<file path="src/rtl/arb_requester_if.sv">
// arb_requester_if: local job handshake plus the arbiter request/grant pair
// that arb_requester sits between. The requester itself uses the master
// modport. The slave modport is the view of whatever drives jobs and
// grants into it.
interface arb_requester_if #(
    parameter int unsigned LEN_W = 4
);
    logic             start;
    logic [LEN_W-1:0] len;
    logic             gnt;
    logic             req;
    logic             busy;
    logic             beat;
    logic [LEN_W-1:0] beats_left;
    logic             done;
    logic             timeout;

    modport master (
        input  start,
        input  len,
        input  gnt,
        output req,
        output busy,
        output beat,
        output beats_left,
        output done,
        output timeout
    );

    modport slave (
        output start,
        output len,
        output gnt,
        input  req,
        input  busy,
        input  beat,
        input  beats_left,
        input  done,
        input  timeout
    );
endinterface

</file>
<file path="src/rtl/arb_requester.sv">
// arb_requester: accepts a burst job of len beats and requests the arbiter.
// It moves one beat per granted cycle and releases the request after the
// last beat. It will not go idle until the grant has dropped, so a grant
// that lags behind is never mistaken for a new transfer.
// Build macro REQ_TIMEOUT_EN adds an optional grant-wait limit. When it is
// set, a job that waits TIMEOUT cycles in REQ without a grant is aborted.
module arb_requester #(
    parameter int unsigned LEN_W   = 4,
    parameter int unsigned TIMEOUT = 15
) (
    input  logic            clock,
    input  logic            reset,
    arb_requester_if.master bus
);
    localparam logic [3:0] ST_IDLE = 4'b0001;
    localparam logic [3:0] ST_REQ  = 4'b0010;
    localparam logic [3:0] ST_XFER = 4'b0100;
    localparam logic [3:0] ST_REL  = 4'b1000;

    logic [3:0]       state;
    logic [3:0]       state_nxt;
    logic [LEN_W-1:0] beats_left;
    logic [LEN_W-1:0] beats_nxt;
    logic             done_q;
    logic             done_nxt;
    logic             start_ok;
    logic             last_beat;

    assign start_ok  = bus.start && (bus.len != '0);
    assign last_beat = (beats_left <= LEN_W'(1));

`ifdef REQ_TIMEOUT_EN
    localparam int unsigned    CNT_W    = (TIMEOUT == 0) ? 1 : $clog2(TIMEOUT + 1);
    localparam logic [CNT_W:0] WAIT_LIM = (CNT_W + 1)'(TIMEOUT);

    logic [CNT_W-1:0] wait_cnt;
    logic [CNT_W-1:0] wait_nxt;
    logic [CNT_W:0]   wait_inc;
    logic             timeout_q;
    logic             timeout_nxt;

    // Abort is decided on the incremented count. The pulse therefore lands
    // TIMEOUT edges after entering REQ, not one edge later.
    assign wait_inc = {1'b0, wait_cnt} + (CNT_W + 1)'(1);
`else
    // TIMEOUT has no effect unless the grant-wait limit is built in.
    logic unused_timeout;
    assign unused_timeout = ^TIMEOUT;
`endif

    // Next-state, burst-count and pulse decode for the request FSM
    always_comb begin
        state_nxt = state;
        beats_nxt = beats_left;
        done_nxt  = 1'b0;
`ifdef REQ_TIMEOUT_EN
        wait_nxt    = wait_cnt;
        timeout_nxt = 1'b0;
`endif
        case (state)
            ST_IDLE: begin
                if (start_ok) begin
                    state_nxt = ST_REQ;
                    beats_nxt = bus.len;
`ifdef REQ_TIMEOUT_EN
                    wait_nxt = '0;
`endif
                end
            end
            ST_REQ: begin
                if (bus.gnt) begin
                    state_nxt = ST_XFER;
                end
`ifdef REQ_TIMEOUT_EN
                else if (wait_inc >= WAIT_LIM) begin
                    state_nxt   = ST_REL;
                    beats_nxt   = '0;
                    timeout_nxt = 1'b1;
                    wait_nxt    = '0;
                end else begin
                    wait_nxt = wait_inc[CNT_W-1:0];
                end
`endif
            end
            ST_XFER: begin
                if (bus.gnt) begin
                    if (last_beat) begin
                        state_nxt = ST_REL;
                        beats_nxt = '0;
                        done_nxt  = 1'b1;
                    end else begin
                        beats_nxt = beats_left - LEN_W'(1);
                    end
                end else begin
                    // A grant dropout returns to REQ with the remaining count kept.
                    state_nxt = ST_REQ;
`ifdef REQ_TIMEOUT_EN
                    wait_nxt = '0;
`endif
                end
            end
            ST_REL: begin
                if (!bus.gnt) begin
                    state_nxt = ST_IDLE;
                end
            end
            default: begin
                state_nxt = ST_IDLE;
                beats_nxt = '0;
            end
        endcase
    end

    // State, beat count and one-cycle pulses, with an asynchronous clear
    always_ff @(posedge clock or posedge reset) begin
        if (reset) begin
            state      <= ST_IDLE;
            beats_left <= '0;
            done_q     <= 1'b0;
        end else begin
            state      <= state_nxt;
            beats_left <= beats_nxt;
            done_q     <= done_nxt;
        end
    end

`ifdef REQ_TIMEOUT_EN
    // Grant-wait counter and timeout pulse
    always_ff @(posedge clock or posedge reset) begin
        if (reset) begin
            wait_cnt  <= '0;
            timeout_q <= 1'b0;
        end else begin
            wait_cnt  <= wait_nxt;
            timeout_q <= timeout_nxt;
        end
    end

    assign bus.timeout = timeout_q;
`else
    assign bus.timeout = 1'b0;
`endif

    // req is decoded from the registered state. It therefore changes only
    // on a clock edge, or immediately on reset.
    assign bus.req        = (state == ST_REQ) || (state == ST_XFER);
    assign bus.busy       = (state != ST_IDLE);
    assign bus.beat       = (state == ST_XFER) && bus.gnt;
    assign bus.beats_left = beats_left;
    assign bus.done       = done_q;

    // Structural invariants of the FSM
    a_onehot : assert property (@(posedge clock) disable iff (reset)
        $onehot(state));
    a_idle_empty : assert property (@(posedge clock) disable iff (reset)
        (state == ST_IDLE) |-> (beats_left == '0));
    a_done_in_rel : assert property (@(posedge clock) disable iff (reset)
        bus.done |-> (state == ST_REL));
    a_timeout_in_rel : assert property (@(posedge clock) disable iff (reset)
        bus.timeout |-> (state == ST_REL));
endmodule

</file>
<file path="src/flat_wrapper.sv">
// flat-port wrapper written by rule: the top's interface ports become plain ports
module arb_requester_flat 
#(
    parameter int unsigned LEN_W   = 4,
    parameter int unsigned TIMEOUT = 15
)
  (clock, reset, bus_start, bus_len, bus_gnt, bus_req, bus_busy, bus_beat, bus_beats_left, bus_done, bus_timeout);
  arb_requester_if #(.LEN_W(LEN_W)) bus_i ();
  input  logic clock;
  input  logic reset;
  input wire logic [$bits(bus_i.start)-1:0] bus_start;
  input wire logic [$bits(bus_i.len)-1:0] bus_len;
  input wire logic [$bits(bus_i.gnt)-1:0] bus_gnt;
  output wire logic [$bits(bus_i.req)-1:0] bus_req;
  output wire logic [$bits(bus_i.busy)-1:0] bus_busy;
  output wire logic [$bits(bus_i.beat)-1:0] bus_beat;
  output wire logic [$bits(bus_i.beats_left)-1:0] bus_beats_left;
  output wire logic [$bits(bus_i.done)-1:0] bus_done;
  output wire logic [$bits(bus_i.timeout)-1:0] bus_timeout;
  assign bus_i.start = bus_start;
  assign bus_i.len = bus_len;
  assign bus_i.gnt = bus_gnt;
  assign bus_req = bus_i.req;
  assign bus_busy = bus_i.busy;
  assign bus_beat = bus_i.beat;
  assign bus_beats_left = bus_i.beats_left;
  assign bus_done = bus_i.done;
  assign bus_timeout = bus_i.timeout;
  arb_requester #(.LEN_W(LEN_W), .TIMEOUT(TIMEOUT)) u_core (.clock(clock), .reset(reset), .bus(bus_i));
endmodule
</file>
<file path="config.mk">
export PLATFORM = sky130hd
export DESIGN_NAME = arb_requester_flat
export DESIGN_NICKNAME = d
export VERILOG_FILES = /design/src/rtl/arb_requester_if.sv /design/src/rtl/arb_requester.sv /design/src/flat_wrapper.sv
export SDC_FILE = /design/constraint.sdc
export NUM_CORES = 1
export LEC_CHECK = 0
export BUFFER_PORTS_ARGS = -buffer_cell sky130_fd_sc_hd__buf_4
export CAP_MARGIN = 20
export CORE_MARGIN = 4
export CORE_UTILIZATION = 40
export DETAILED_ROUTE_END_ITERATION = 12
export PLACE_DENSITY = 0.6
export RECOVER_POWER = 25
export SYNTH_ARGS = -nofsm -noshare
export SYNTH_HDL_FRONTEND = slang
export SYNTH_SLANG_ARGS = --single-unit
export TNS_END_PERCENT = 10
</file>
<file path="constraint.sdc">
create_clock -name clock -period 2.17 [get_ports clock]
set_input_delay 0.434 -clock clock [delete_from_list [all_inputs] [get_ports clock]]
set_output_delay 0.434 -clock clock [all_outputs]
set_load 0.02 [all_outputs]
</file>
# Yosys cells after proc, flatten, opt, wreduce, memory -nomap -nowiden
# Cells that the tools add are included.
totals:
  reg_bits: 9
  out_inout_bits: 9
  wordCells: 36
  input_bits: 8
classes:
  n_reduce_logical: 7
  bitwise_logic: 1
  mux: 13
  n_eq_ne: 10
  magnitude_cmp: 1
  add_sub_neg: 1
op_table:
  columns: ["cell", "n"]
  rows:
  - ["$mux 4", 8]
  - ["$pmux 4 s4", 1]
  - ["$pmux 4 s3", 1]
  - ["$ne 2x2->1 const B", 3]
  - ["$eq 4x1->1 const B", 1]
  - ["$eq 4x2->1 const B", 1]
  - ["$eq 4x3->1 const B", 1]
  - ["$eq 4x4->1 const B", 1]
  - ["$le 4x1->1 const B", 1]
  - ["$ne 4x1->1 const B", 1]
  - ["$reduce_and 4->1", 1]
  - ["$reduce_bool 4->1", 1]
  - ["$sub 4x1->4 const B", 1]
  - ["$mux 1", 3]
  - ["$ne 3x2->1 const B", 1]
  - ["$reduce_and 3->1", 1]
  - ["$logic_and 1x1->1", 2]
  - ["$ne 2x1->1 const B", 1]
  - ["$reduce_or 2->1", 1]
  - ["$logic_or 1x1->1", 1]
  - ["$not 1->1", 1]

# Depth between registers and ports, before layout
logic_depth:
  word_depth: 4
  depth_mapped: 6
  depth_no_buf: 6

# Worst setup path before layout
# No wires, ideal clock.
synth_timing:
  path_type: "reg-to-reg"
  from: "register u_core.beats_left[0] (netlist: u_core.bus.beats_left[0])"
  to: "register u_core.beats_left[3] (netlist: u_core.bus.beats_left[3])"
  arrival_ns: 1.497
  n_path_buf: 0
  setup_time_ns: 0.122
  synth_period_minus_slack_ns: 1.618
  t_required_ns: 2.048
  setup_slack_ns: 0.552
  stages_incl_launch_ff: 7
  cell_sequence: "dfrtp_1 -> inv_1 -> ha_1 -> nor2_1 -> o31ai_2 -> o21ai_1 -> a32o_1"
synth_between:
  elab_chain_len: 4
  elab_cells_between_ends: 5
  classes_between: "add/sub: 1; order compare: 1; mux: 3"
synth_lines:
  columns: ["element", "line_no", "text"]
  rows:
  - ["start: declaration", "arb_requester.sv:22", "logic [LEN_W-1:0] beats_left;"]
  - ["start signal: assignment", "arb_requester.sv:122", "beats_left <= beats_nxt;"]
  - ["$sub 4x1->4 or $le 4x1->1 (tied branches)", "arb_requester.sv:92, arb_requester.sv:30", null]
  - ["$mux 4 *", "arb_requester.sv:87", "if (last_beat) begin"]
  - ["$mux 4 *", "arb_requester.sv:86", "if (bus.gnt) begin"]
  - ["$pmux 4 s3 *", "arb_requester.sv:60", "case (state)"]
# Mark *: on every way between the ends. The rest lies on a longest branch, timed or not. The select of a mux whose other input is x is not followed.
# A chain may end at the register's enable or synchronous reset.

# Worst setup path after layout
layout_timing:
  from: "register u_core.state[1]"
  to: "output bus_busy"
layout_between:
  elab_chain_len: 1
layout_lines:
  columns: ["element", "line_no", "text"]
  rows:
  - ["start: declaration", "arb_requester.sv:20", "logic [3:0] state;"]
  - ["start signal: assignment", "arb_requester.sv:121", "state <= state_nxt;"]
  - ["$ne 4x1->1", "arb_requester.sv:147", "assign bus.busy = (state != ST_IDLE);"]
  - ["end: declaration", "flat_wrapper.sv:15", "output wire logic [$bits(bus_i.busy)-1:0] bus_busy;"]
# No other way between the ends.

==> results by group <==
Worst setup path
  • Worst reg2reg path depth: 6
  • CP arrival: 1.53 ns
  • R2r endpoint: u_core.bus.beats_left[3]
  • CP max stage cell: dfrtp_1
  • Worst-path fanout max: 11
  • Critical path capture point type: output pin
  • Startpoint Class: flip-flop
  • Setup CP Type: reg2out
  • R2r startpoint: u_core.bus.beats_left[0]
  • Flop-to-flop setup slack: 0.44 ns
  • Critical Path Max Stage Delay: 0.53 ns
  • Worst Path Required: 1.74 ns
  • CP cell instances: nor4b_4 -> inv_1 -> buf_4

Logic synthesis
  • Seq cells post-synth: 9
  • Syn Nets: 89
  • Cell variety after synth: 35
  • Post-synthesis instance total: 79
  • Post-synth design cell area: 743.2 um^2
  • Post-synthesis async set-or-reset flop share: 100.0%
  • Seq/Total Area, Yosys: 30.47%
  • Dominant synthesized flop cell: dfrtp_1
  • EDFF count, synth: 0
  • Syn. warnings: 0
  • Syn Area/Cell: 9.408 um^2

Timing
  • Skew final: 0.003715 ns
  • Fmax: 508.6 MHz
  • Fin. max-slew vios: 0
  • Period utilization: 90.61%
  • Setup-failing EPs final: 0
  • RSZ-0062 raised after global routing: false
  • Final hold viol count: 0
  • Min cycle time layout: 1.966 ns
  • Setup TNS: 0 ns

CTS
  • CTS Buf Count: 3
  • Reg clk slew, reported paths: 0.05 ns
  • Post-CTS Setup Inserts: 0
  • PostCTS Resize Cnt: 0
  • CTS max path bufs: 2
  • Clock latency on the worst-skew pair: 0.25 ns
  • H-tree lvl count: 1
  • CTS Sinks: 9
  • Cts hold-fix bufs: 0
  • CTS tree: yes
  • CTS root buf: clkbuf_4

Route
  • Met3 WL: 50 um
  • Detail Route Antenna Nets: 0
  • First-pass DRT Iterations: 4
  • DR vias/cell: 4.975
  • Via count: 587
  • Wire length on met2: 653 um
  • WL per Instance: 12.31 um
  • Highest Signal Layer: met3
  • WL final: 1452 um
  • Initial DRC Count: 9
  • Metal-1 WL: 748 um
  • Post-route DRC: 0

Floorplanning
  • Row cnt: 15
  • Die Ht: 51.11 um
  • Number of top-level pins: 17
  • Die Wd: 51.11 um
  • Die area: 2612 um^2
  • Placeable Area: 1745 um^2
  • Initial Util: 42.58%

Placement
  • RD Place Congestion: 0.7657
  • Count of input and output buffers: 15
  • Placed insts: 114
  • Cell Area, Placed: 842.1 um^2
  • HPWL Detailed: 1186 um

Final layout
  • Fin util: 49.75%
  • # nets final: 104
  • Final Non-Filler Cells: 118
  • # diodes: 0
  • Final instance area: 868.3 um^2
  • Share of layout cells above drive strength 1: 31.18%
  • Area grow syn2layout: 16.84%

Status
  • Status: completed

Global routing
  • Initial antenna violation count: 0
  • Largest net degree at the start of global routing: 14
  • Total grt overflow: 0
  • Overall routing resource usage: 11.75%
  • Vias in the first global route: 508
  • First-pass GRT wire length: 2263 um

Worst hold path
  • Hold Path Class: in2async

Run
  • Max-Cap Viols: 0

Pwr
  • VDD IR max: 0.5916 mV
  • Power per Cell Area: 1178 nW/um^2
  • Total Power: 1.023 mW
  • Pleak: 0.3834 nW
[cells by family after synthesis]
family / Yosys count / synth area share (%)
AND/OR/NAND/NOR: 32 / 27.78
other: 1 / 0.5046
adder cells (fa/ha/maj): 2 / 3.366
buffers and inverters: 10 / 8.586
flip-flops: 9 / 30.47
AO/OA/AOI/OAI: 23 / 26.60
multiplexers: 2 / 2.694
[power by group]
part	total, mW	switching [mW]	internal [mW]
registers	0.327	0.105	0.223
logic	0.578	0.304	0.274
clock network	0.118	0.0478	0.0701
[metrics by stage]
stage                     setup WS, ns  hold WS [ns]
final                           0.2038        0.1313
after global routing            0.1079        0.1598
after CTS                       0.1914        0.1319
after detailed placement        0.4610        0.4080
after global placement          0.4535        0.4134
after floorplan                 0.5517        0.2612
[worst max-delay path: cells and delay by family, from the launching register on]
| kind | cells | cell delay [ns] |
|---|---|---|
| simple gates | 1 | 0.50 |
| buf+inv | 2 | 0.25 |
| flops | 1 | 0.53 |
[synthesized netlist by cell type, types with 2 or more instances]
cell / n / area (um^2)
buf_6: 2 / 22.52
nor4b_4: 2 / 47.55
nor2_1: 8 / 30.03
nand2b_1: 3 / 18.77
dfrtp_1: 8 / 200.2
nand2_1: 7 / 26.28
a2bb2oi_1: 2 / 17.52
mux2i_1: 2 / 20.02
buf_4: 3 / 22.52
nor2b_1: 3 / 18.77
o21a_1: 2 / 15.01
inv_1: 5 / 18.77
o41ai_1: 2 / 17.52
a21oi_1: 6 / 30.03
nor3_1: 3 / 15.01
ha_1: 2 / 25.02
[layout by cell type (no fill, tap or decap)]
master / n
mux2i_1: 2
o21a_1: 2
o211ai_1: 1
o221a_2: 1
nor2_1: 8
buf_4: 14
a2bb2oi_1: 2
nand2_1: 7
and2b_1: 1
conb_1: 1
nor3_1: 3
o21ai_0: 1
nand3b_1: 1
dfrtp_1: 8
inv_1: 5
o41ai_1: 2
o211ai_2: 1
a32o_1: 1
nor4b_4: 2
and2b_4: 1
clkbuf_4: 4
o311ai_4: 1
nor3b_2: 1
o2bb2ai_1: 1
or3_1: 1
ha_1: 2
o21ba_2: 1
nand2b_1: 3
a21oi_1: 6
clkbuf_1: 1
o21ai_1: 1
nand2_2: 1
nor2b_1: 3
a32oi_1: 1
dfstp_2: 1
o31ai_2: 1
[worst max-delay path by stage]
stage	from	to	slack (ns)
2_1_floorplan	u_core.bus.beats_left[0]	u_core.bus.beats_left[3]	0.55
3_3_place_gp	bus_len[2]	u_core.bus.beats_left[0]	0.45
3_5_place_dp	u_core.bus.beats_left[0]	u_core.bus.beats_left[3]	0.46
4_1_cts	u_core.state[1]	bus_busy	0.19
5_1_grt	u_core.state[1]	bus_busy	0.11
6_report	u_core.state[1]	bus_busy	0.20
[sequential cells by signal (all words and copies together), names as in the netlist]
register,cells
u_core.bus.beats_left,4
u_core.bus.done,1
u_core.state,4
[layer usage]
metal	vias to the layer above	global-route usage, %
li1	310	-
met1	269	17.75
met2	8	15.88
met3	0	1.166
met4	0	6.726
met5	-	0
[area by class of cell]
type	count	area (um^2)
clock buffers	4	26.28
fillers	180	877.1
multi-input cells	60	452.9
inverters	5	18.77
repair buffers	15	112.6
well taps	25	31.28
flip-flops and latches	9	226.5
Power figures use the tool's default switching activity.
